**src/rtl/score_digit_feeder_if.sv**
```systemverilog
`default_nettype none
// ============================================================================
//  Module   : score_digit_feeder_if
//  Purpose  : Bundles the score request handshake and the per-pixel glyph
//             lookup signals of score_digit_feeder.
//  Ports    : master - score source / VGA scanner (drives score, score_valid,
//                      pix_x, pix_y; observes busy, overflow, glyph outputs)
//             slave  - the digit feeder itself
//  Revision : 1.0 - initial release
// ============================================================================
interface score_digit_feeder_if #(
    parameter int SCORE_W = 14
);
    logic [SCORE_W-1:0] score;
    logic               score_valid;
    logic               busy;
    logic               overflow;
    logic [9:0]         pix_x;
    logic [9:0]         pix_y;
    logic [3:0]         digit_o;
    logic [3:0]         glyph_x;
    logic [3:0]         glyph_y;
    logic               glyph_en;

    modport master (
        output score, score_valid, pix_x, pix_y,
        input  busy, overflow, digit_o, glyph_x, glyph_y, glyph_en
    );

    modport slave (
        input  score, score_valid, pix_x, pix_y,
        output busy, overflow, digit_o, glyph_x, glyph_y, glyph_en
    );
endinterface
`default_nettype wire

```
**src/rtl/score_digit_feeder.sv**
```systemverilog
`default_nettype none
// ============================================================================
//  Module   : score_digit_feeder
//  Purpose  : Converts a binary score to decimal with a bit-serial
//             double-dabble engine and, per pixel, supplies the digit code and
//             in-cell coordinates to the glyph renderer.
//  Ports    : sys_clk   - pixel clock, rising edge
//             sys_rst_n - asynchronous active-low reset
//             bus       - score_digit_feeder_if.slave (score request,
//                         busy/overflow status, pixel coords, glyph outputs)
//  Revision : 1.0 - initial release
// ============================================================================
module score_digit_feeder #(
    parameter int         SCORE_W  = 14,
    parameter int         DIGITS   = 4,
    parameter logic [9:0] ORIGIN_X = 10'd16,
    parameter logic [9:0] ORIGIN_Y = 10'd16,
    parameter int         GLYPH_W  = 8,
    parameter int         GLYPH_H  = 8,
    parameter bit         LZ_BLANK = 1'b1
) (
    input wire             sys_clk,
    input wire             sys_rst_n,
    score_digit_feeder_if.slave bus
);

    function automatic logic [31:0] f_pow10(input int n);
        logic [31:0] r;
        r = 32'd1;
        for (int i = 0; i < n; i++) r = r * 32'd10;
        return r;
    endfunction

    localparam logic [31:0] c_MAX   = f_pow10(DIGITS) - 32'd1;
    localparam int          c_BW    = 4 * DIGITS;
    localparam int          c_CW    = $clog2(SCORE_W + 1);
    localparam int          c_GXB   = $clog2(GLYPH_W);
    localparam logic [10:0] c_X_END = {1'b0, ORIGIN_X} + 11'(DIGITS * GLYPH_W);
    localparam logic [10:0] c_Y_END = {1'b0, ORIGIN_Y} + 11'(GLYPH_H);

    typedef enum logic [1:0] {
        S_IDLE   = 2'd0,
        S_SHIFT  = 2'd1,
        S_COMMIT = 2'd2
    } state_t;

    function automatic logic f_over(input logic [SCORE_W-1:0] s);
        return 32'(s) > c_MAX;
    endfunction

    function automatic logic [SCORE_W-1:0] f_sat(input logic [SCORE_W-1:0] s);
        return f_over(s) ? SCORE_W'(c_MAX) : s;
    endfunction

    state_t             r_state, w_state_nxt;
    logic [SCORE_W-1:0] r_bin, w_bin_nxt;
    logic [c_BW-1:0]    r_bcd, w_bcd_nxt;
    logic [c_CW-1:0]    r_cnt, w_cnt_nxt;
    logic               r_sat, w_sat_nxt;
    logic               r_pend_v, w_pend_v_nxt;
    logic [SCORE_W-1:0] r_pend_s, w_pend_s_nxt;
    logic [c_BW-1:0]    r_bank, w_bank_nxt;     // MSD in the top nibble
    logic               r_ovf, w_ovf_nxt;
    logic               w_start;
    logic [SCORE_W-1:0] w_start_score;
    logic [c_BW-1:0]    w_adj;

    // Add-3 correction on every nibble before the shift.
    for (genvar d = 0; d < DIGITS; d++) begin : g_adj
        assign w_adj[4*d +: 4] = (r_bcd[4*d +: 4] >= 4'd5) ? r_bcd[4*d +: 4] + 4'd3
                                                            : r_bcd[4*d +: 4];
    end

    always_ff @(posedge sys_clk or negedge sys_rst_n) begin
        if (!sys_rst_n) begin
            r_state  <= S_IDLE;
            r_bin    <= '0;
            r_bcd    <= '0;
            r_cnt    <= '0;
            r_sat    <= 1'b0;
            r_pend_v <= 1'b0;
            r_pend_s <= '0;
            r_bank   <= '0;
            r_ovf    <= 1'b0;
        end else begin
            r_state  <= w_state_nxt;
            r_bin    <= w_bin_nxt;
            r_bcd    <= w_bcd_nxt;
            r_cnt    <= w_cnt_nxt;
            r_sat    <= w_sat_nxt;
            r_pend_v <= w_pend_v_nxt;
            r_pend_s <= w_pend_s_nxt;
            r_bank   <= w_bank_nxt;
            r_ovf    <= w_ovf_nxt;
        end
    end

    always_comb begin
        w_state_nxt   = r_state;
        w_bin_nxt     = r_bin;
        w_bcd_nxt     = r_bcd;
        w_cnt_nxt     = r_cnt;
        w_sat_nxt     = r_sat;
        w_pend_v_nxt  = r_pend_v;
        w_pend_s_nxt  = r_pend_s;
        w_bank_nxt    = r_bank;
        w_ovf_nxt     = r_ovf;
        w_start       = 1'b0;
        w_start_score = bus.score;
        case (r_state)
            S_IDLE: begin
                if (bus.score_valid) w_start = 1'b1;
            end
            S_SHIFT: begin
                {w_bcd_nxt, w_bin_nxt} = {w_adj[c_BW-2:0], r_bin, 1'b0};
                w_cnt_nxt = r_cnt - c_CW'(1);
                if (r_cnt == c_CW'(1)) w_state_nxt = S_COMMIT;
                // Requests during a conversion park here; newest overwrites.
                if (bus.score_valid) begin
                    w_pend_v_nxt = 1'b1;
                    w_pend_s_nxt = bus.score;
                end
            end
            S_COMMIT: begin
                w_bank_nxt = r_bcd;
                w_ovf_nxt  = r_sat;
                // A request arriving now is newer than any parked one.
                if (bus.score_valid) begin
                    w_start = 1'b1;
                end else if (r_pend_v) begin
                    w_start       = 1'b1;
                    w_start_score = r_pend_s;
                end else begin
                    w_state_nxt = S_IDLE;
                end
            end
            default: w_state_nxt = S_IDLE;
        endcase
        if (w_start) begin
            w_bin_nxt    = f_sat(w_start_score);
            w_sat_nxt    = f_over(w_start_score);
            w_bcd_nxt    = '0;
            w_cnt_nxt    = c_CW'(SCORE_W);
            w_pend_v_nxt = 1'b0;
            w_state_nxt  = S_SHIFT;
        end
    end

    // ---------------------------------------------------------------- pixels
    logic       w_in_field;
    logic [9:0] w_dx, w_dy, w_idx;
    logic [3:0] w_gx, w_gy, w_digit;
    logic       w_blk;
    logic [DIGITS-1:0] w_blank;              // bit 0 = most significant cell

    for (genvar d = 0; d < DIGITS; d++) begin : g_blank
        if (d == DIGITS - 1 || !LZ_BLANK) begin : g_keep
            assign w_blank[d] = 1'b0;
        end else if (d == 0) begin : g_msd
            assign w_blank[d] = (r_bank[4*(DIGITS-1-d) +: 4] == 4'd0);
        end else begin : g_mid
            assign w_blank[d] = (r_bank[4*(DIGITS-1-d) +: 4] == 4'd0) && w_blank[d-1];
        end
    end

    // Widened upper-bound compares so a field near column 1023 cannot wrap.
    assign w_in_field = (bus.pix_x >= ORIGIN_X) && ({1'b0, bus.pix_x} < c_X_END) &&
                        (bus.pix_y >= ORIGIN_Y) && ({1'b0, bus.pix_y} < c_Y_END);
    assign w_dx  = bus.pix_x - ORIGIN_X;
    assign w_dy  = bus.pix_y - ORIGIN_Y;
    assign w_idx = w_dx >> c_GXB;
    assign w_gx  = 4'(w_dx & 10'(GLYPH_W - 1));
    assign w_gy  = 4'(w_dy & 10'(GLYPH_H - 1));

    always_comb begin
        w_digit = 4'd0;
        w_blk   = 1'b0;
        for (int d = 0; d < DIGITS; d++) begin
            if (w_idx == 10'(d)) begin
                w_digit = r_bank[4*(DIGITS-1-d) +: 4];
                w_blk   = w_blank[d];
            end
        end
    end

    logic [3:0] r_digit, r_gx, r_gy;
    logic       r_en;

    always_ff @(posedge sys_clk or negedge sys_rst_n) begin
        if (!sys_rst_n) begin
            r_digit <= 4'd0;
            r_gx    <= 4'd0;
            r_gy    <= 4'd0;
            r_en    <= 1'b0;
        end else if (w_in_field) begin
            r_digit <= w_digit;
            r_gx    <= w_gx;
            r_gy    <= w_gy;
            r_en    <= !w_blk;
        end else begin
            r_digit <= 4'd0;
            r_gx    <= 4'd0;
            r_gy    <= 4'd0;
            r_en    <= 1'b0;
        end
    end

    assign bus.busy     = (r_state != S_IDLE);
    assign bus.overflow = r_ovf;
    assign bus.digit_o  = r_digit;
    assign bus.glyph_x  = r_gx;
    assign bus.glyph_y  = r_gy;
    assign bus.glyph_en = r_en;

endmodule
`default_nettype wire

```
**src/flat_wrapper.sv**
```systemverilog
// flat-port wrapper written by rule: the top's interface ports become plain ports
module score_digit_feeder_flat 
#(
    parameter int         SCORE_W  = 14,
    parameter int         DIGITS   = 4,
    parameter logic [9:0] ORIGIN_X = 10'd16,
    parameter logic [9:0] ORIGIN_Y = 10'd16,
    parameter int         GLYPH_W  = 8,
    parameter int         GLYPH_H  = 8,
    parameter bit         LZ_BLANK = 1'b1
)
  (sys_clk, sys_rst_n, bus_score, bus_score_valid, bus_pix_x, bus_pix_y, bus_busy, bus_overflow, bus_digit_o, bus_glyph_x, bus_glyph_y, bus_glyph_en);
  score_digit_feeder_if #(.SCORE_W(SCORE_W)) bus_i ();
  input wire sys_clk;
  input wire sys_rst_n;
  input wire logic [$bits(bus_i.score)-1:0] bus_score;
  input wire logic [$bits(bus_i.score_valid)-1:0] bus_score_valid;
  input wire logic [$bits(bus_i.pix_x)-1:0] bus_pix_x;
  input wire logic [$bits(bus_i.pix_y)-1:0] bus_pix_y;
  output wire logic [$bits(bus_i.busy)-1:0] bus_busy;
  output wire logic [$bits(bus_i.overflow)-1:0] bus_overflow;
  output wire logic [$bits(bus_i.digit_o)-1:0] bus_digit_o;
  output wire logic [$bits(bus_i.glyph_x)-1:0] bus_glyph_x;
  output wire logic [$bits(bus_i.glyph_y)-1:0] bus_glyph_y;
  output wire logic [$bits(bus_i.glyph_en)-1:0] bus_glyph_en;
  assign bus_i.score = bus_score;
  assign bus_i.score_valid = bus_score_valid;
  assign bus_i.pix_x = bus_pix_x;
  assign bus_i.pix_y = bus_pix_y;
  assign bus_busy = bus_i.busy;
  assign bus_overflow = bus_i.overflow;
  assign bus_digit_o = bus_i.digit_o;
  assign bus_glyph_x = bus_i.glyph_x;
  assign bus_glyph_y = bus_i.glyph_y;
  assign bus_glyph_en = bus_i.glyph_en;
  score_digit_feeder #(.SCORE_W(SCORE_W), .DIGITS(DIGITS), .ORIGIN_X(ORIGIN_X), .ORIGIN_Y(ORIGIN_Y), .GLYPH_W(GLYPH_W), .GLYPH_H(GLYPH_H), .LZ_BLANK(LZ_BLANK)) u_core (.sys_clk(sys_clk), .sys_rst_n(sys_rst_n), .bus(bus_i));
endmodule
```
**config.mk**
```make
export PLATFORM = sky130hd
export DESIGN_NAME = score_digit_feeder_flat
export DESIGN_NICKNAME = d
export VERILOG_FILES = /design/src/rtl/score_digit_feeder_if.sv /design/src/rtl/score_digit_feeder.sv /design/src/flat_wrapper.sv
export SDC_FILE = /design/constraint.sdc
export NUM_CORES = 1
export LEC_CHECK = 0
export CORE_UTILIZATION = 30
export DETAILED_ROUTE_END_ITERATION = 6
export PLACE_DENSITY = 0.54
export SYNTH_ARGS = -nofsm -noshare
export SYNTH_HDL_FRONTEND = slang
export SYNTH_SLANG_ARGS = --single-unit
```
**constraint.sdc**
```tcl
create_clock -name sys_clk -period 2.1 [get_ports sys_clk]
set_input_delay 0.42 -clock sys_clk [delete_from_list [all_inputs] [get_ports sys_clk]]
set_output_delay 0.42 -clock sys_clk [all_outputs]
set_load 0.02 [all_outputs]
```
After elaboration in Yosys (flattened, before gate mapping)
Cells that the tools add are included.

Register bits after elaboration: 82. Output and inout bits: 15.

Add/subtract/negate cells: 7. Magnitude comparators: 9. Equality and inequality tests: 10. Mux-type cells: 38. Reduce and logical (&&, ||, !) cells: 17.

Operator list (count): $mux 14 (6); $mux 4 (10); $mux 16 (2); $ge 10x5->1 const B (2); $ge 4x3->1 const B (4); $eq 7x2->1 const B (2); $gt 14x14->1 const B (1); $add 4x2->4 const B (3); $logic_not 4->1 (3); $mux 1 (11); $logic_not 10->1 (1); $lt 10x5->1 const B (1); $lt 10x6->1 const B (1); $sub 10x5->10 const B (1); $mux 3 (3); $mux 2 (4); $eq 7x1->1 const B (1); $pmux 2 s3 (1); $reduce_bool 2->1 (3); $logic_and 1x1->1 (5); $eq 4x1->1 const B (1); $reduce_and 2->1 (2); $reduce_and 4->1 (1); $sub 4x1->4 const B (1); other kinds (11) (11).

Logic depth before layout (Yosys ltp)
Gate-level depths: netlist of run 1.

Depth in word-level cells: 8. Depth in mapped cells: 7.

Worst setup path after synthesis of run 1
OpenSTA, ideal clock, no wires.

Path type: input port to flip-flop. Start: input port bus_pix_x[4]. End: register u_core.r_en (netlist: u_core.bus.glyph_en). Setup time: 0.124 ns. Arrival: 1.706 ns. Setup slack: 0.270 ns. Stages: 7. Path through: clkbuf_1 > inv_1 > ha_1 > or2_1 > o21ai_0 > mux2i_1 > o31a_1.

Cells in the longest elaborated chain, start to end: 8. Elaborated cells on any way between the ends: 16.

RTL lines: start, declared (line flat_wrapper.sv:18) `input wire logic [$bits(bus_i.pix_x)-1:0] bus_pix_x;`; $sub 10x5->10 (line score_digit_feeder.sv:169) `assign w_dx = bus.pix_x - ORIGIN_X;`; $logic_not 10->1 (line score_digit_feeder.sv:179) `if (w_idx == 10'(d)) begin`; $mux 1 (4 in series) (line score_digit_feeder.sv:179); $logic_not 1->1 (line score_digit_feeder.sv:199) `r_en <= !w_blk;`; $mux 1 (*) (line score_digit_feeder.sv:195) `end else if (w_in_field) begin`; end signal, assigned (line score_digit_feeder.sv:199); end, declared (line score_digit_feeder.sv:187) `logic r_en;`.

Every way passes the cells marked *; elsewhere a longest branch is shown, timed or not. A chain may end at the register's enable or synchronous reset.

Worst setup path in the final report of run 1
Same ends and word-level chain as after synthesis.

==> results of run 1 <==
==> power by group <==
part	switching (mW)	internal (mW)
registers	0.471	2.14
logic	1.03	1.19
clock network	0.578	1.01
total	2.08	4.34
==> cell families (layout without fill, tap and decap cells) <==
kind of cell	Yosys count	count (layout)	share of synthesized area
other	1	2	0.000925
adders and majority gates	13	13	0.0401
xor gates and xnor gates	9	9	0.0195
DFF	80	80	0.494
AOI/OAI and AO/OA	64	64	0.108
muxes	55	55	0.165
and+or+nand+nor	95	95	0.132
buffers and inverters	35	94	0.0408
==> flip-flops by register name (all words and copies together), names as in the netlist <==
| signal | count |
|---|---|
| u_core.r_pend_v | 1 |
| u_core.bus.glyph_en | 1 |
| u_core.bus.overflow | 1 |
| u_core.bus.digit_o | 4 |
| u_core.r_bin | 14 |
| u_core.bus.glyph_x | 3 |
| u_core.r_bank | 16 |
| u_core.r_bcd | 16 |
| u_core.r_sat | 1 |
| u_core.r_pend_s | 14 |
| u_core.r_cnt | 4 |
| u_core.bus.glyph_y | 3 |
| u_core.r_state | 2 |
==> per-layer routing <==
metal / wire, um / vias up / global-route usage
met5: 0 / - / 0
met2: 3820 / 60 / 0.207
met4: 55 / 0 / 0.0304
met1: 3810 / 1331 / 0.158
li1: - / 1382 / -
met3: 430 / 7 / 0.0430
==> final cells by class <==
type,instances,area share
clock buffer,12,0.0519
multi-input combinational,238,0.369
sequential,80,0.389
tap,176,0.0428
timing repair buffer,66,0.130
clock inverter,3,0.00779
inverter,13,0.00949
==> cells in the mapped netlist, drive strengths merged (7+ instances only) <==
cell	number
and2	7
nand2	37
o21ai	17
a21oi	7
inv	13
ha	13
dfrtp	80
o22ai	13
nor4	7
mux2i	10
nor2b	9
buf	18
a32oi	7
mux2	41
==> through the flow <==
stage	instance area (um2)	setup TNS, ps	hold slack (ps)	utilization	cells
6_report	5140	0	89.8	0.390	588
5_1_grt	5140	0	130	0.390	588
4_1_cts	5140	0	124	0.389	588
3_5_place_dp	4830	-297	481	0.366	573
3_3_place_gp	4830	-56.8	466	0.366	573
2_1_floorplan	4060	0	124	-	353
==> worst min path at each step <==
stage,from,end,cells after the start
final,sys_rst_n,u_core.bus.glyph_y[2]$_DFF_PN0_,2
after global routing,sys_rst_n,u_core.bus.glyph_y[2]$_DFF_PN0_,2
after CTS,sys_rst_n,u_core.bus.glyph_y[2]$_DFF_PN0_,2
after detailed placement,sys_rst_n,u_core.bus.glyph_y[2]$_DFF_PN0_,2
after global placement,u_core.r_sat$_DFFE_PN0N_,u_core.r_sat$_DFFE_PN0N_,2
after floorplan,sys_rst_n,u_core.bus.digit_o[0]$_DFF_PN0_,0
==> timing repair <==
| action | CTS | global route |
|---|---|---|
| endpoints found under the hold margin | 0 | 0 |
| setup endpoints to repair | 0 | 1 |
| setup buffers | 0 | 0 |
| gates resized for setup | 0 | 1 |
==> cell usage in the layout, fill, tap and decap left out, types with 10 or more instances in the layout <==
cell,Yosys,routed
sky130_fd_sc_hd__buf_4,3,14
sky130_fd_sc_hd__nand2_1,37,37
sky130_fd_sc_hd__inv_1,13,13
sky130_fd_sc_hd__clkdlybuf4s50_1,0,47
sky130_fd_sc_hd__mux2_2,36,36
sky130_fd_sc_hd__ha_1,13,13
sky130_fd_sc_hd__o22ai_1,13,13
sky130_fd_sc_hd__o21ai_0,12,12
sky130_fd_sc_hd__mux2i_1,10,10
sky130_fd_sc_hd__dfrtp_1,80,80
==> impl_results.html, run 1 <==
<table>
<tr><th>Metric</th><th>Value</th></tr>
<tr><th colspan="2">Final layout</th></tr>
<tr><td>Area occupied by multi-input gates</td><td>1890 um2</td></tr>
<tr><td>Final-stage net count</td><td>458</td></tr>
<tr><td>Antenna diode count</td><td>0</td></tr>
<tr><td>Layout overhead on the synthesized area</td><td>26.8%</td></tr>
<tr><td>Combined flip-flop and latch cell area</td><td>2000 um2</td></tr>
<tr><td>Number of fillers in the final layout</td><td>1304</td></tr>
<tr><td>Share of layout cells above drive strength 1</td><td>0.187</td></tr>
<tr><th colspan="2">STA</th></tr>
<tr><td>Final hold violation count</td><td>0</td></tr>
<tr><td>Number of pins exceeding their max-slew limit in the final report</td><td>0</td></tr>
<tr><td>Minimum clock period after layout</td><td>1870 ps</td></tr>
<tr><td>Upper clock frequency limit</td><td>534 MHz</td></tr>
<tr><td>Setup violators final</td><td>0</td></tr>
<tr><td>Worst clock skew</td><td>3.44 ps</td></tr>
<tr><td>Final worst path period share</td><td>0.891</td></tr>
<tr><td>Setup repair after global routing missed its margin</td><td>no</td></tr>
<tr><td>Smallest setup slack after layout</td><td>228 ps</td></tr>
<tr><th colspan="2">Power</th></tr>
<tr><td>Power density over cell area</td><td>1250 nW/um2</td></tr>
<tr><td>Leak Pwr</td><td>2.18 nW</td></tr>
<tr><td>Sum of internal, switching and leakage power</td><td>6.42 mW</td></tr>
<tr><td>Maximum vdd drop</td><td>0.555 mV</td></tr>
<tr><th colspan="2">Routing</th></tr>
<tr><td>First-pass iteration count of the detailed router</td><td>4</td></tr>
<tr><td>Per-cell routed wire length</td><td>13.8 um</td></tr>
<tr><td>Total via count in the routed design</td><td>2780</td></tr>
<tr><td>Total routed wirelength</td><td>8.12 mm</td></tr>
<tr><td>Iteration-0 DRC Markers</td><td>105</td></tr>
<tr><td>Number of vias per cell</td><td>4.73</td></tr>
<tr><td>DRC Markers</td><td>0</td></tr>
<tr><td>Post-route antenna net violation count</td><td>0</td></tr>
<tr><th colspan="2">Clocking</th></tr>
<tr><td>Clock Path Buffers</td><td>2</td></tr>
<tr><td>Worst-path clk slew</td><td>60 ps</td></tr>
<tr><td>Number of clock sinks</td><td>80</td></tr>
<tr><td>Clock root buffer</td><td>sky130_fd_sc_hd__clkbuf_16</td></tr>
<tr><td>Clock tree from TritonCTS</td><td>built</td></tr>
<tr><td>Maximum level of the CTS H-tree</td><td>3</td></tr>
<tr><td>Worst-skew pair later-pin latency</td><td>330 ps</td></tr>
<tr><td>Cts-stage hold buffer count</td><td>0</td></tr>
<tr><td>Number of CTS-inserted buffers</td><td>9</td></tr>
<tr><th colspan="2">Critical path</th></tr>
<tr><td>Number of buffers and inverters on the critical path</td><td>2</td></tr>
<tr><td>Critical Path RT</td><td>2320 ps</td></tr>
<tr><td>Slowest stage delay, CP</td><td>460 ps</td></tr>
<tr><td>Setup slack of the worst register-to-register path</td><td>410 ps</td></tr>
<tr><td>Library cell contributing the largest single delay on the critical path</td><td>sky130_fd_sc_hd__clkdlybuf4s50_1</td></tr>
<tr><td>Crit end category</td><td>register</td></tr>
<tr><td>End of the critical path</td><td>u_core.bus.glyph_en$_DFF_PN0_</td></tr>
<tr><td>Arrival @ worst endpoint</td><td>2090 ps</td></tr>
<tr><td>Kind of critical path</td><td>primary input to register</td></tr>
<tr><td>Family with the most delay on the worst path</td><td>buffers and inverters</td></tr>
<tr><td>Type of origin of the critical path</td><td>primary input</td></tr>
<tr><td>Number of cell instances on the worst register-to-register path</td><td>6</td></tr>
<tr><td>Start of the worst register-to-register path</td><td>u_core.r_bcd[4]$_DFFE_PN0P_</td></tr>
<tr><td>Worst path cell trace</td><td>clkdlybuf4s50_1 &gt; inv_1 &gt; ha_1 &gt; nor3b_1 &gt; xnor2_1 &gt; nand3b_1 &gt; o31a_1</td></tr>
<tr><td>Reg2reg end</td><td>u_core.r_bcd[6]$_DFFE_PN0P_</td></tr>
<tr><td>Worst setup startpoint</td><td>bus_pix_x[4]</td></tr>
<tr><td>Worst-path maximum fanout</td><td>5</td></tr>
<tr><td>Number of gates on the worst path with buffers counted</td><td>7</td></tr>
<tr><th colspan="2">Placement</th></tr>
<tr><td>Placed wire-length estimate after detailed placement</td><td>5.55 mm</td></tr>
<tr><td>Worst slack, placed</td><td>-105 ps</td></tr>
<tr><td>Final weighted congestion in routability-driven placement</td><td>0.749</td></tr>
<tr><td>Count of input and output buffers</td><td>49</td></tr>
<tr><th colspan="2">Global routing</th></tr>
<tr><td>First-pass GRT wire length</td><td>14.1 mm</td></tr>
<tr><td>Pin count of the biggest net entering global routing</td><td>81</td></tr>
<tr><td>Via count of the first global-routing pass</td><td>2920</td></tr>
<tr><td>Remaining global-route overflow</td><td>0</td></tr>
<tr><td>Antenna violations before repair</td><td>0</td></tr>
<tr><td>Overall Global Routing Usage</td><td>0.126</td></tr>
<tr><th colspan="2">Status</th></tr>
<tr><td>Run status</td><td>finished, final reports clean</td></tr>
<tr><th colspan="2">Floorplan</th></tr>
<tr><td>Number of primary I/O pins</td><td>52</td></tr>
<tr><td>Die H</td><td>118 um</td></tr>
<tr><td>Total die area</td><td>14000 um2</td></tr>
<tr><td>Die width</td><td>118 um</td></tr>
<tr><td>Number of cell rows</td><td>42</td></tr>
<tr><td>Initial Utilization</td><td>0.307</td></tr>
<tr><td>Core region area</td><td>13200 um2</td></tr>
<tr><th colspan="2">Synthesis</th></tr>
<tr><td>Largest area contributor in the synthesized netlist</td><td>sky130_fd_sc_hd__dfrtp_1</td></tr>
<tr><td>Area share of the largest cell type after synthesis</td><td>0.494</td></tr>
<tr><td>Async set or reset register ratio after synthesis</td><td>1.00</td></tr>
<tr><td>Number of synthesized register bits</td><td>80</td></tr>
<tr><td>Yosys cell types</td><td>49</td></tr>
<tr><td>Instance count of the mapped netlist</td><td>352</td></tr>
<tr><td>Ys flop type</td><td>sky130_fd_sc_hd__dfrtp_1</td></tr>
<tr><td>Netlist area before placement</td><td>4050 um2</td></tr>
<tr><td>Post-synthesis sequential area ratio</td><td>0.494</td></tr>
<tr><td>Most area-consuming cells after synthesis</td><td>sky130_fd_sc_hd__dfrtp_1, sky130_fd_sc_hd__mux2_2, sky130_fd_sc_hd__ha_1</td></tr>
<tr><td>Count of flip-flops with a built-in enable after synthesis</td><td>0</td></tr>
<tr><td>Average footprint of a synthesized cell</td><td>11.5 um2</td></tr>
<tr><td>Synth warn</td><td>0</td></tr>
<tr><th colspan="2">Run</th></tr>
<tr><td>Max-cap viol count</td><td>0</td></tr>
<tr><th colspan="2">Hold path</th></tr>
<tr><td>Hold WC Path Type</td><td>primary input to asynchronous set/reset pin</td></tr>
</table>
(Power assumes the default switching activity.)
==> run 2, diff against run 1 <==
Settings changed: CAP_MARGIN set to 10, CORE_UTILIZATION 30 to 50, PLACE_DENSITY 0.54 to 0.81.
Clock period 2.1 ns to 1.6 ns, I/O delays scaled along.
==> run 2 against run 1 <==
  * The flow now finishes with violations (negative hold slack, negative setup slack)
  * Sequential share of layout area is 2.3 points lower
  * Cell count is 5.1% lower
  * Setup slack got worse by 250 ps
  * Critical endpoint unchanged
  * Largest cell class is now multi-input combinational cells
  * Highest routed layer unchanged
==> impl_results.html, run 2 (synthesized netlist as in run 1, its figures left out) <==
<table>
<tr><th>Metric</th><th>Value</th></tr>
<tr><th colspan="2">Clocking</th></tr>
<tr><td>Clock root buffer</td><td>sky130_fd_sc_hd__clkbuf_8</td></tr>
<tr><td>Number of clock sinks</td><td>80 (unchanged)</td></tr>
<tr><td>Number of CTS-inserted buffers</td><td>9 (unchanged)</td></tr>
<tr><td>Worst-skew pair later-pin latency</td><td>350 ps (+20 ps)</td></tr>
<tr><td>Worst-path clk slew</td><td>80 ps (+20 ps)</td></tr>
<tr><td>Cts-stage hold buffer count</td><td>0 (unchanged)</td></tr>
<tr><td>Clock tree from TritonCTS</td><td>built</td></tr>
<tr><td>Clock Path Buffers</td><td>2 (unchanged)</td></tr>
<tr><td>Maximum level of the CTS H-tree</td><td>3 (unchanged)</td></tr>
<tr><th colspan="2">Floorplan</th></tr>
<tr><td>Core region area</td><td>7770 um2 (-41%)</td></tr>
<tr><td>Die width</td><td>92.0 um (-22%)</td></tr>
<tr><td>Number of primary I/O pins</td><td>52 (unchanged)</td></tr>
<tr><td>Total die area</td><td>8470 um2 (-39%)</td></tr>
<tr><td>Die H</td><td>92.0 um (-22%)</td></tr>
<tr><td>Number of cell rows</td><td>32 (-24%)</td></tr>
<tr><td>Initial Utilization</td><td>0.522 (+0.214)</td></tr>
<tr><th colspan="2">STA</th></tr>
<tr><td>Setup repair after global routing missed its margin</td><td>yes</td></tr>
<tr><td>Setup violators final</td><td>1 (+1)</td></tr>
<tr><td>Setup TNS</td><td>-20.9 ps (-20.9 ps)</td></tr>
<tr><td>Number of pins exceeding their max-slew limit in the final report</td><td>0 (unchanged)</td></tr>
<tr><td>Worst clock skew</td><td>10.9 ps (+7.47 ps)</td></tr>
<tr><td>Minimum clock period after layout</td><td>1620 ps</td></tr>
<tr><td>Smallest setup slack after layout</td><td>-20.9 ps (-249 ps)</td></tr>
<tr><td>Upper clock frequency limit</td><td>617 MHz</td></tr>
<tr><td>Minimum hold slack</td><td>-21.9 ps (-112 ps)</td></tr>
<tr><td>Final hold violation count</td><td>21 (+21)</td></tr>
<tr><td>Final worst path period share</td><td>1.01</td></tr>
<tr><th colspan="2">Final layout</th></tr>
<tr><td>Post-Layout Cell Count</td><td>558 (-5.1%)</td></tr>
<tr><td>Most frequent cells in the layout</td><td>sky130_fd_sc_hd__dfrtp_1, sky130_fd_sc_hd__buf_4, sky130_fd_sc_hd__nand2_1</td></tr>
<tr><td>Antenna diode count</td><td>0 (unchanged)</td></tr>
<tr><td>Final cell utilization of the core</td><td>0.703 (+0.314)</td></tr>
<tr><td>Share of layout cells above drive strength 1</td><td>0.316 (+0.129)</td></tr>
<tr><td>Most frequent standard cell in the layout excluding fill and tap cells</td><td>sky130_fd_sc_hd__dfrtp_1</td></tr>
<tr><td>Final-stage net count</td><td>502 (+9.6%)</td></tr>
<tr><td>Number of fillers in the final layout</td><td>551 (-58%)</td></tr>
<tr><td>Layout overhead on the synthesized area</td><td>34.8%</td></tr>
<tr><td>Top Registers</td><td>u_core.r_bank: 16 flops, u_core.r_bcd: 16 flops</td></tr>
<tr><th colspan="2">Run</th></tr>
<tr><td>Max-cap viol count</td><td>0 (unchanged)</td></tr>
<tr><th colspan="2">Routing</th></tr>
<tr><td>Number of vias per cell</td><td>5.68 (+20%)</td></tr>
<tr><td>Iteration-0 DRC Markers</td><td>206 (+96%)</td></tr>
<tr><td>Per-cell routed wire length</td><td>17.0 um (+24%)</td></tr>
<tr><td>DRC Markers</td><td>0 (unchanged)</td></tr>
<tr><td>Total via count in the routed design</td><td>3169 (+14%)</td></tr>
<tr><td>Post-route antenna net violation count</td><td>0 (unchanged)</td></tr>
<tr><td>First-pass iteration count of the detailed router</td><td>4 (unchanged)</td></tr>
<tr><td>Total routed wirelength</td><td>9.51 mm (+17%)</td></tr>
<tr><th colspan="2">Critical path</th></tr>
<tr><td>Library cell contributing the largest single delay on the critical path</td><td>sky130_fd_sc_hd__or4_4</td></tr>
<tr><td>Type of origin of the critical path</td><td>register</td></tr>
<tr><td>Worst path cell trace</td><td>or4_4 &gt; a21oi_1 &gt; o21ai_1 &gt; o31a_1</td></tr>
<tr><td>Arrival @ worst endpoint</td><td>1850 ps (-240 ps)</td></tr>
<tr><td>Family with the most delay on the worst path</td><td>compound AO/OA/AOI/OAI gates</td></tr>
<tr><td>Slowest stage delay, CP</td><td>560 ps (+100 ps)</td></tr>
<tr><td>Number of buffers and inverters on the critical path</td><td>0 (-2)</td></tr>
<tr><td>Worst-path maximum fanout</td><td>2 (-3)</td></tr>
<tr><td>Kind of critical path</td><td>register to register</td></tr>
<tr><td>Crit end category</td><td>register</td></tr>
<tr><td>Critical Path RT</td><td>1830 ps (-490 ps)</td></tr>
<tr><th colspan="2">Global routing</th></tr>
<tr><td>Pin count of the biggest net entering global routing</td><td>81 (unchanged)</td></tr>
<tr><td>Global-route track usage on met2</td><td>0.405 (+0.198)</td></tr>
<tr><td>First-pass GRT wire length</td><td>14.4 mm (+2.1%)</td></tr>
<tr><td>Remaining global-route overflow</td><td>0 (unchanged)</td></tr>
<tr><td>Met1 track demand over resource</td><td>0.240 (+0.0822)</td></tr>
<tr><td>Via count of the first global-routing pass</td><td>3182 (+9.0%)</td></tr>
<tr><td>Busiest layer in global routing</td><td>met2</td></tr>
<tr><td>Met3 layer usage reported by global route</td><td>0.0539 (+0.0109)</td></tr>
<tr><td>Overall Global Routing Usage</td><td>0.217 (+0.0917)</td></tr>
<tr><td>Antenna violations before repair</td><td>0 (unchanged)</td></tr>
<tr><th colspan="2">Power</th></tr>
<tr><td>Leak Pwr</td><td>2.61 nW (+20%)</td></tr>
<tr><td>Maximum vdd drop</td><td>0.942 mV (+70%)</td></tr>
<tr><td>Power density over cell area</td><td>1590 nW/um2 (+27%)</td></tr>
<tr><th colspan="2">Placement</th></tr>
<tr><td>Worst slack, placed</td><td>-473 ps (-368 ps)</td></tr>
<tr><td>Final weighted congestion in routability-driven placement</td><td>0.798 (+6.6%)</td></tr>
<tr><td>Number of placed instances, taps included</td><td>528 (-7.9%)</td></tr>
<tr><td>Count of input and output buffers</td><td>49 (unchanged)</td></tr>
<tr><td>Placed wire-length estimate after detailed placement</td><td>6.00 mm (+8.0%)</td></tr>
<tr><th colspan="2">Hold path</th></tr>
<tr><td>Hold WC Path Type</td><td>primary input to asynchronous set/reset pin</td></tr>
<tr><th colspan="2">Status</th></tr>
<tr><td>Run status</td><td>finished, violations left</td></tr>
<tr><td>Violated checks</td><td>negative hold slack, negative setup slack</td></tr>
</table>
-- run 2: cell types whose count changed in the layout (fill, tap and decap cells not counted), sizes merged --
cell,change
clkdlybuf4s50,-16
clkbuf,+1
clkinvlp,+1
dlymetal6s2s,+11
clkinv,-1
dlygate4sd2,+4
buf,+43
and4bb,+1
-- run 2: metrics by stage --
step / power [mW] / hold WS, ps / instance area, um2
2_1_floorplan: 5.53 / 24.4 / 4070
3_3_place_gp: 6.48 / 378 / 4970
3_5_place_dp: 6.72 / 379 / 4970
4_1_cts: 8.20 / 2.14 / 5200
5_1_grt: 9.22 / 21.4 / 5460
6_report: 8.69 / -21.9 / 5460
-- run 2: worst paths after layout --
path | startpoint | end | slack, ps | depth (start not counted)
min | sys_rst_n | u_core.r_cnt[2]$_DFFE_PN0P_ | -20 | 2
max in group asynchronous | sys_rst_n | u_core.r_state[0]$_DFFE_PN0P_ | 1260 | 2
min reg2reg | u_core.bus.overflow$_DFFE_PN0N_ | u_core.bus.overflow$_DFFE_PN0N_ | 510 | 1
max reg2reg | u_core.r_bank[10]$_DFFE_PN0N_ | u_core.bus.glyph_en$_DFF_PN0_ | -20 | 4
min in group sys_clk | bus_pix_x[0] | u_core.bus.glyph_x[0]$_DFF_PN0_ | 330 | 2
max | u_core.r_bank[10]$_DFFE_PN0N_ | u_core.bus.glyph_en$_DFF_PN0_ | -20 | 4
-- run 2: report_power, final --
part,internal [mW],switching [mW],leakage (nW)
clock network,0.754,0.703,0.0925
registers,2.80,0.690,1.00
logic,2.05,1.68,1.52
-- run 2: area by class of cell --
class / instances / area (um2) / share of cell area
flip-flops and latches: 80 / 2000 / 0.367
clock inverters: 3 / 42.5 / 0.00779
well taps: 102 / 128 / 0.0234
repair buffers: 109 / 1040 / 0.191
inverters: 13 / 48.8 / 0.00893
clock buffers: 12 / 145 / 0.0266
multi-input cells: 239 / 2050 / 0.376
-- run 2: metal layers --
layer  routed length [um]  share of wire  up-vias
met5                    0              0        -
met4                  268          0.028        0
met3                  411          0.043       21
met2                 5200           0.55       87
met1                 3630           0.38     1579
li1                     -              -     1482
-- run 2: timing repair --
action                                  CTS  global route
gates resized for setup                  13            39
gates cloned                              0             2
endpoints found under the setup margin   15            54
setup buffers                             3            10
hold endpoints to repair                  0             0
pin swaps                                 3             4
==> run 3, diff against run 2 <==
Settings changed: TNS_END_PERCENT set to 20.
==> run 3 against run 2 <==
  * The run ends with negative hold slack left
  * Hold slack gained 14 ps
  * Critical path depth grew 1
  * Sequential power about the same
  * Largest cell class unchanged
==> impl_results.html, run 3 (synthesized netlist as in run 1, its figures left out) <==
<table>
<tr><th>Metric</th><th>Value</th></tr>
<tr><th colspan="2">Floorplan</th></tr>
<tr><td>Initial Utilization</td><td>0.522 (unchanged)</td></tr>
<tr><td>Number of primary I/O pins</td><td>52 (unchanged)</td></tr>
<tr><td>Die H</td><td>92.0 um (unchanged)</td></tr>
<tr><td>Number of cell rows</td><td>32 (unchanged)</td></tr>
<tr><td>Total die area</td><td>8470 um2 (unchanged)</td></tr>
<tr><td>Die width</td><td>92.0 um (unchanged)</td></tr>
<tr><td>Core region area</td><td>7770 um2 (unchanged)</td></tr>
<tr><th colspan="2">STA</th></tr>
<tr><td>Minimum clock period after layout</td><td>1580 ps (-39.9 ps)</td></tr>
<tr><td>Upper clock frequency limit</td><td>633 MHz (+2.5%)</td></tr>
<tr><td>Setup TNS</td><td>0 ps (+20.9 ps)</td></tr>
<tr><td>Minimum hold slack</td><td>-8.21 ps (+13.7 ps)</td></tr>
<tr><td>Final hold violation count</td><td>16 (-24%)</td></tr>
<tr><td>Setup repair after global routing missed its margin</td><td>yes</td></tr>
<tr><td>Worst clock skew</td><td>9.50 ps (-1.41 ps)</td></tr>
<tr><td>Final worst path period share</td><td>0.988 (-0.0249)</td></tr>
<tr><td>Number of pins exceeding their max-slew limit in the final report</td><td>0 (unchanged)</td></tr>
<tr><td>Setup violators final</td><td>0 (-1)</td></tr>
<tr><th colspan="2">Routing</th></tr>
<tr><td>Post-route antenna net violation count</td><td>0 (unchanged)</td></tr>
<tr><td>Total routed wirelength</td><td>9.26 mm (-2.6%)</td></tr>
<tr><td>Total via count in the routed design</td><td>3141 (-0.88%)</td></tr>
<tr><td>Number of vias per cell</td><td>5.65 (-0.53%)</td></tr>
<tr><td>Per-cell routed wire length</td><td>16.7 um (-2.3%)</td></tr>
<tr><td>DRC Markers</td><td>0 (unchanged)</td></tr>
<tr><td>Iteration-0 DRC Markers</td><td>150 (-27%)</td></tr>
<tr><td>First-pass iteration count of the detailed router</td><td>4 (unchanged)</td></tr>
<tr><th colspan="2">Power</th></tr>
<tr><td>Power dissipated by switching net loads</td><td>3.03 mW (-1.4%)</td></tr>
<tr><td>Design internal power</td><td>5.56 mW (-0.90%)</td></tr>
<tr><td>Power density over cell area</td><td>1580 nW/um2 (-0.49%)</td></tr>
<tr><td>Flop pwr share</td><td>0.405 (+0.003)</td></tr>
<tr><td>Proportion of total power due to net switching</td><td>0.353 (-0.00124)</td></tr>
<tr><td>Share of power burned in the clock network</td><td>0.169 (about the same)</td></tr>
<tr><td>Share of power burned in combinational logic</td><td>0.426 (-0.004)</td></tr>
<tr><td>Maximum vdd drop</td><td>0.954 mV (+1.3%)</td></tr>
<tr><td>Leak Pwr</td><td>2.60 nW (-0.50%)</td></tr>
<tr><td>Sum of internal, switching and leakage power</td><td>8.59 mW (-1.1%)</td></tr>
<tr><th colspan="2">Status</th></tr>
<tr><td>Run status</td><td>finished, violations left</td></tr>
<tr><td>Violated checks</td><td>negative hold slack</td></tr>
<tr><th colspan="2">Critical path</th></tr>
<tr><td>Setup slack of the worst register-to-register path</td><td>20 ps (+40 ps)</td></tr>
<tr><td>Kind of critical path</td><td>register to register</td></tr>
<tr><td>Number of cell instances on the worst register-to-register path</td><td>5 (+1)</td></tr>
<tr><td>Worst-path maximum fanout</td><td>5 (+3)</td></tr>
<tr><td>Start of the worst register-to-register path</td><td>u_core.r_state[0]$_DFFE_PN0P_</td></tr>
<tr><td>Critical Path RT</td><td>1820 ps (about the same)</td></tr>
<tr><td>Number of buffers and inverters on the critical path</td><td>1 (+1)</td></tr>
<tr><td>Reg2reg end</td><td>u_core.r_bin[12]$_DFFE_PN0P_</td></tr>
<tr><td>Family with the most delay on the worst path</td><td>simple AND/OR/NAND/NOR gates</td></tr>
<tr><td>Crit end category</td><td>register</td></tr>
<tr><td>Worst path cell trace</td><td>and4bb_4 &gt; buf_4 &gt; mux2_1 &gt; nand2_1 &gt; o22ai_1</td></tr>
<tr><td>Slowest stage delay, CP</td><td>450 ps (-110 ps)</td></tr>
<tr><td>Type of origin of the critical path</td><td>register</td></tr>
<tr><td>Arrival @ worst endpoint</td><td>1800 ps (-50 ps)</td></tr>
<tr><td>Library cell contributing the largest single delay on the critical path</td><td>sky130_fd_sc_hd__dfrtp_2</td></tr>
<tr><th colspan="2">Final layout</th></tr>
<tr><td>Antenna diode count</td><td>0 (unchanged)</td></tr>
<tr><td>Share of layout cells above drive strength 1</td><td>0.311 (-0.00522)</td></tr>
<tr><td>Number of fillers in the final layout</td><td>560 (+1.6%)</td></tr>
<tr><td>Most frequent cells in the layout</td><td>sky130_fd_sc_hd__dfrtp_1, sky130_fd_sc_hd__buf_4, sky130_fd_sc_hd__nand2_1</td></tr>
<tr><td>Final-stage net count</td><td>500 (-0.40%)</td></tr>
<tr><td>Layout overhead on the synthesized area</td><td>34.0%</td></tr>
<tr><td>Post-Layout Cell Count</td><td>556 (-0.36%)</td></tr>
<tr><td>Combined flip-flop and latch cell area</td><td>2000 um2 (unchanged)</td></tr>
<tr><td>Area occupied by multi-input gates</td><td>2040 um2 (-0.85%)</td></tr>
<tr><td>Final cell utilization of the core</td><td>0.699 (-0.00419)</td></tr>
<tr><td>Top Registers</td><td>u_core.r_bank: 16 flops, u_core.r_bcd: 16 flops</td></tr>
<tr><td>Most frequent standard cell in the layout excluding fill and tap cells</td><td>sky130_fd_sc_hd__dfrtp_1</td></tr>
<tr><th colspan="2">Global routing</th></tr>
<tr><td>Via count of the first global-routing pass</td><td>3181 (-0.031%)</td></tr>
<tr><td>First-pass GRT wire length</td><td>14.3 mm (-0.33%)</td></tr>
<tr><td>Pin count of the biggest net entering global routing</td><td>81 (unchanged)</td></tr>
<tr><td>Antenna violations before repair</td><td>0 (unchanged)</td></tr>
<tr><td>Overall Global Routing Usage</td><td>0.217 (-0.000898)</td></tr>
<tr><td>Remaining global-route overflow</td><td>0 (unchanged)</td></tr>
<tr><th colspan="2">Clocking</th></tr>
<tr><td>Clock root buffer</td><td>sky130_fd_sc_hd__clkbuf_8</td></tr>
<tr><td>Number of clock sinks</td><td>80 (unchanged)</td></tr>
<tr><td>Worst-skew pair later-pin latency</td><td>350 ps (about the same)</td></tr>
<tr><td>Clock Path Buffers</td><td>2 (unchanged)</td></tr>
<tr><td>Maximum level of the CTS H-tree</td><td>3 (unchanged)</td></tr>
<tr><td>Number of CTS-inserted buffers</td><td>9 (unchanged)</td></tr>
<tr><td>Cts-stage hold buffer count</td><td>0 (unchanged)</td></tr>
<tr><td>Clock tree from TritonCTS</td><td>built</td></tr>
<tr><td>Worst-path clk slew</td><td>80 ps (about the same)</td></tr>
<tr><th colspan="2">Placement</th></tr>
<tr><td>Placed wire-length estimate after detailed placement</td><td>6.00 mm (unchanged)</td></tr>
<tr><td>Final weighted congestion in routability-driven placement</td><td>0.798 (unchanged)</td></tr>
<tr><td>Number of placed instances, taps included</td><td>528 (unchanged)</td></tr>
<tr><td>Count of input and output buffers</td><td>49 (unchanged)</td></tr>
<tr><th colspan="2">Hold path</th></tr>
<tr><td>Hold WC Path Type</td><td>primary input to asynchronous set/reset pin</td></tr>
<tr><th colspan="2">Run</th></tr>
<tr><td>Max-cap viol count</td><td>0 (unchanged)</td></tr>
</table>
-- run 3: layout make-up --
class                   count  area share
multi-input cells         239       0.375
flip-flops and latches     80       0.369
repair buffers            107       0.189
clock buffers              12      0.0267
well taps                 102      0.0235
inverters                  13     0.00898
clock inverters             3     0.00783
-- run 3: worst register-to-register path: cells and delay by family (launching register included) --
| family | cells | cell delay [ps] |
|---|---|---|
| flip-flops | 1 | 450 |
| buffers and inverters | 1 | 140 |
| AND/OR/NAND/NOR | 2 | 470 |
| multiplexers | 1 | 310 |
| AO/OA/AOI/OAI | 1 | 90 |
-- run 3: worst max path at each step --
stage                                           end  cells past startpoint  slack (ps)                     startpoint
finish                 u_core.r_bin[12]$_DFFE_PN0P_                      5          20  u_core.r_state[0]$_DFFE_PN0P_
detailed placement  u_core.bus.digit_o[2]$_DFF_PN0_                      7        -470                   bus_pix_x[4]
CTS                    u_core.r_bcd[14]$_DFFE_PN0P_                      6         -30   u_core.r_bcd[12]$_DFFE_PN0P_
floorplan             u_core.bus.glyph_en$_DFF_PN0_                      7          30                   bus_pix_x[4]
global placement      u_core.bus.glyph_en$_DFF_PN0_                      7        -380                   bus_pix_x[4]
global route          u_core.bus.glyph_en$_DFF_PN0_                      4        -150  u_core.r_bank[10]$_DFFE_PN0N_
-- run 3: timing repair --
action,CTS,global route
pin swaps,3,3
buffers inserted,2,9
cloned,0,2
gates resized for setup,13,37
endpoints found under the setup margin,15,54
-- run 3: stage by stage --
step	setup slack, ps	instance area (um2)
2_1_floorplan	27.0	4070
3_3_place_gp	-377	4970
3_5_place_dp	-473	4970
4_1_cts	-27.7	5190
5_1_grt	-151	5430
6_report	19.0	5430
-- run 3: layer usage --
metal  part of all wire  track usage  vias up
met5                  0            0        -
met4              0.021       0.0716        0
met3              0.041       0.0539       13
met2               0.55        0.404       80
met1               0.39        0.239     1572
li1                   -            -     1476
-- run 3: power groups by stage --
| stage | logic (mW) | clock network [mW] | registers, mW |
|---|---|---|---|
| 2_1_floorplan | 2.28 | 0 | 3.25 |
| 3_5_place_dp | 3.28 | 0 | 3.44 |
| 3_3_place_gp | 3.09 | 0 | 3.39 |
| 5_1_grt | 4.01 | 1.56 | 3.57 |
| 4_1_cts | 3.30 | 1.47 | 3.41 |
| 6_report | 3.66 | 1.45 | 3.48 |
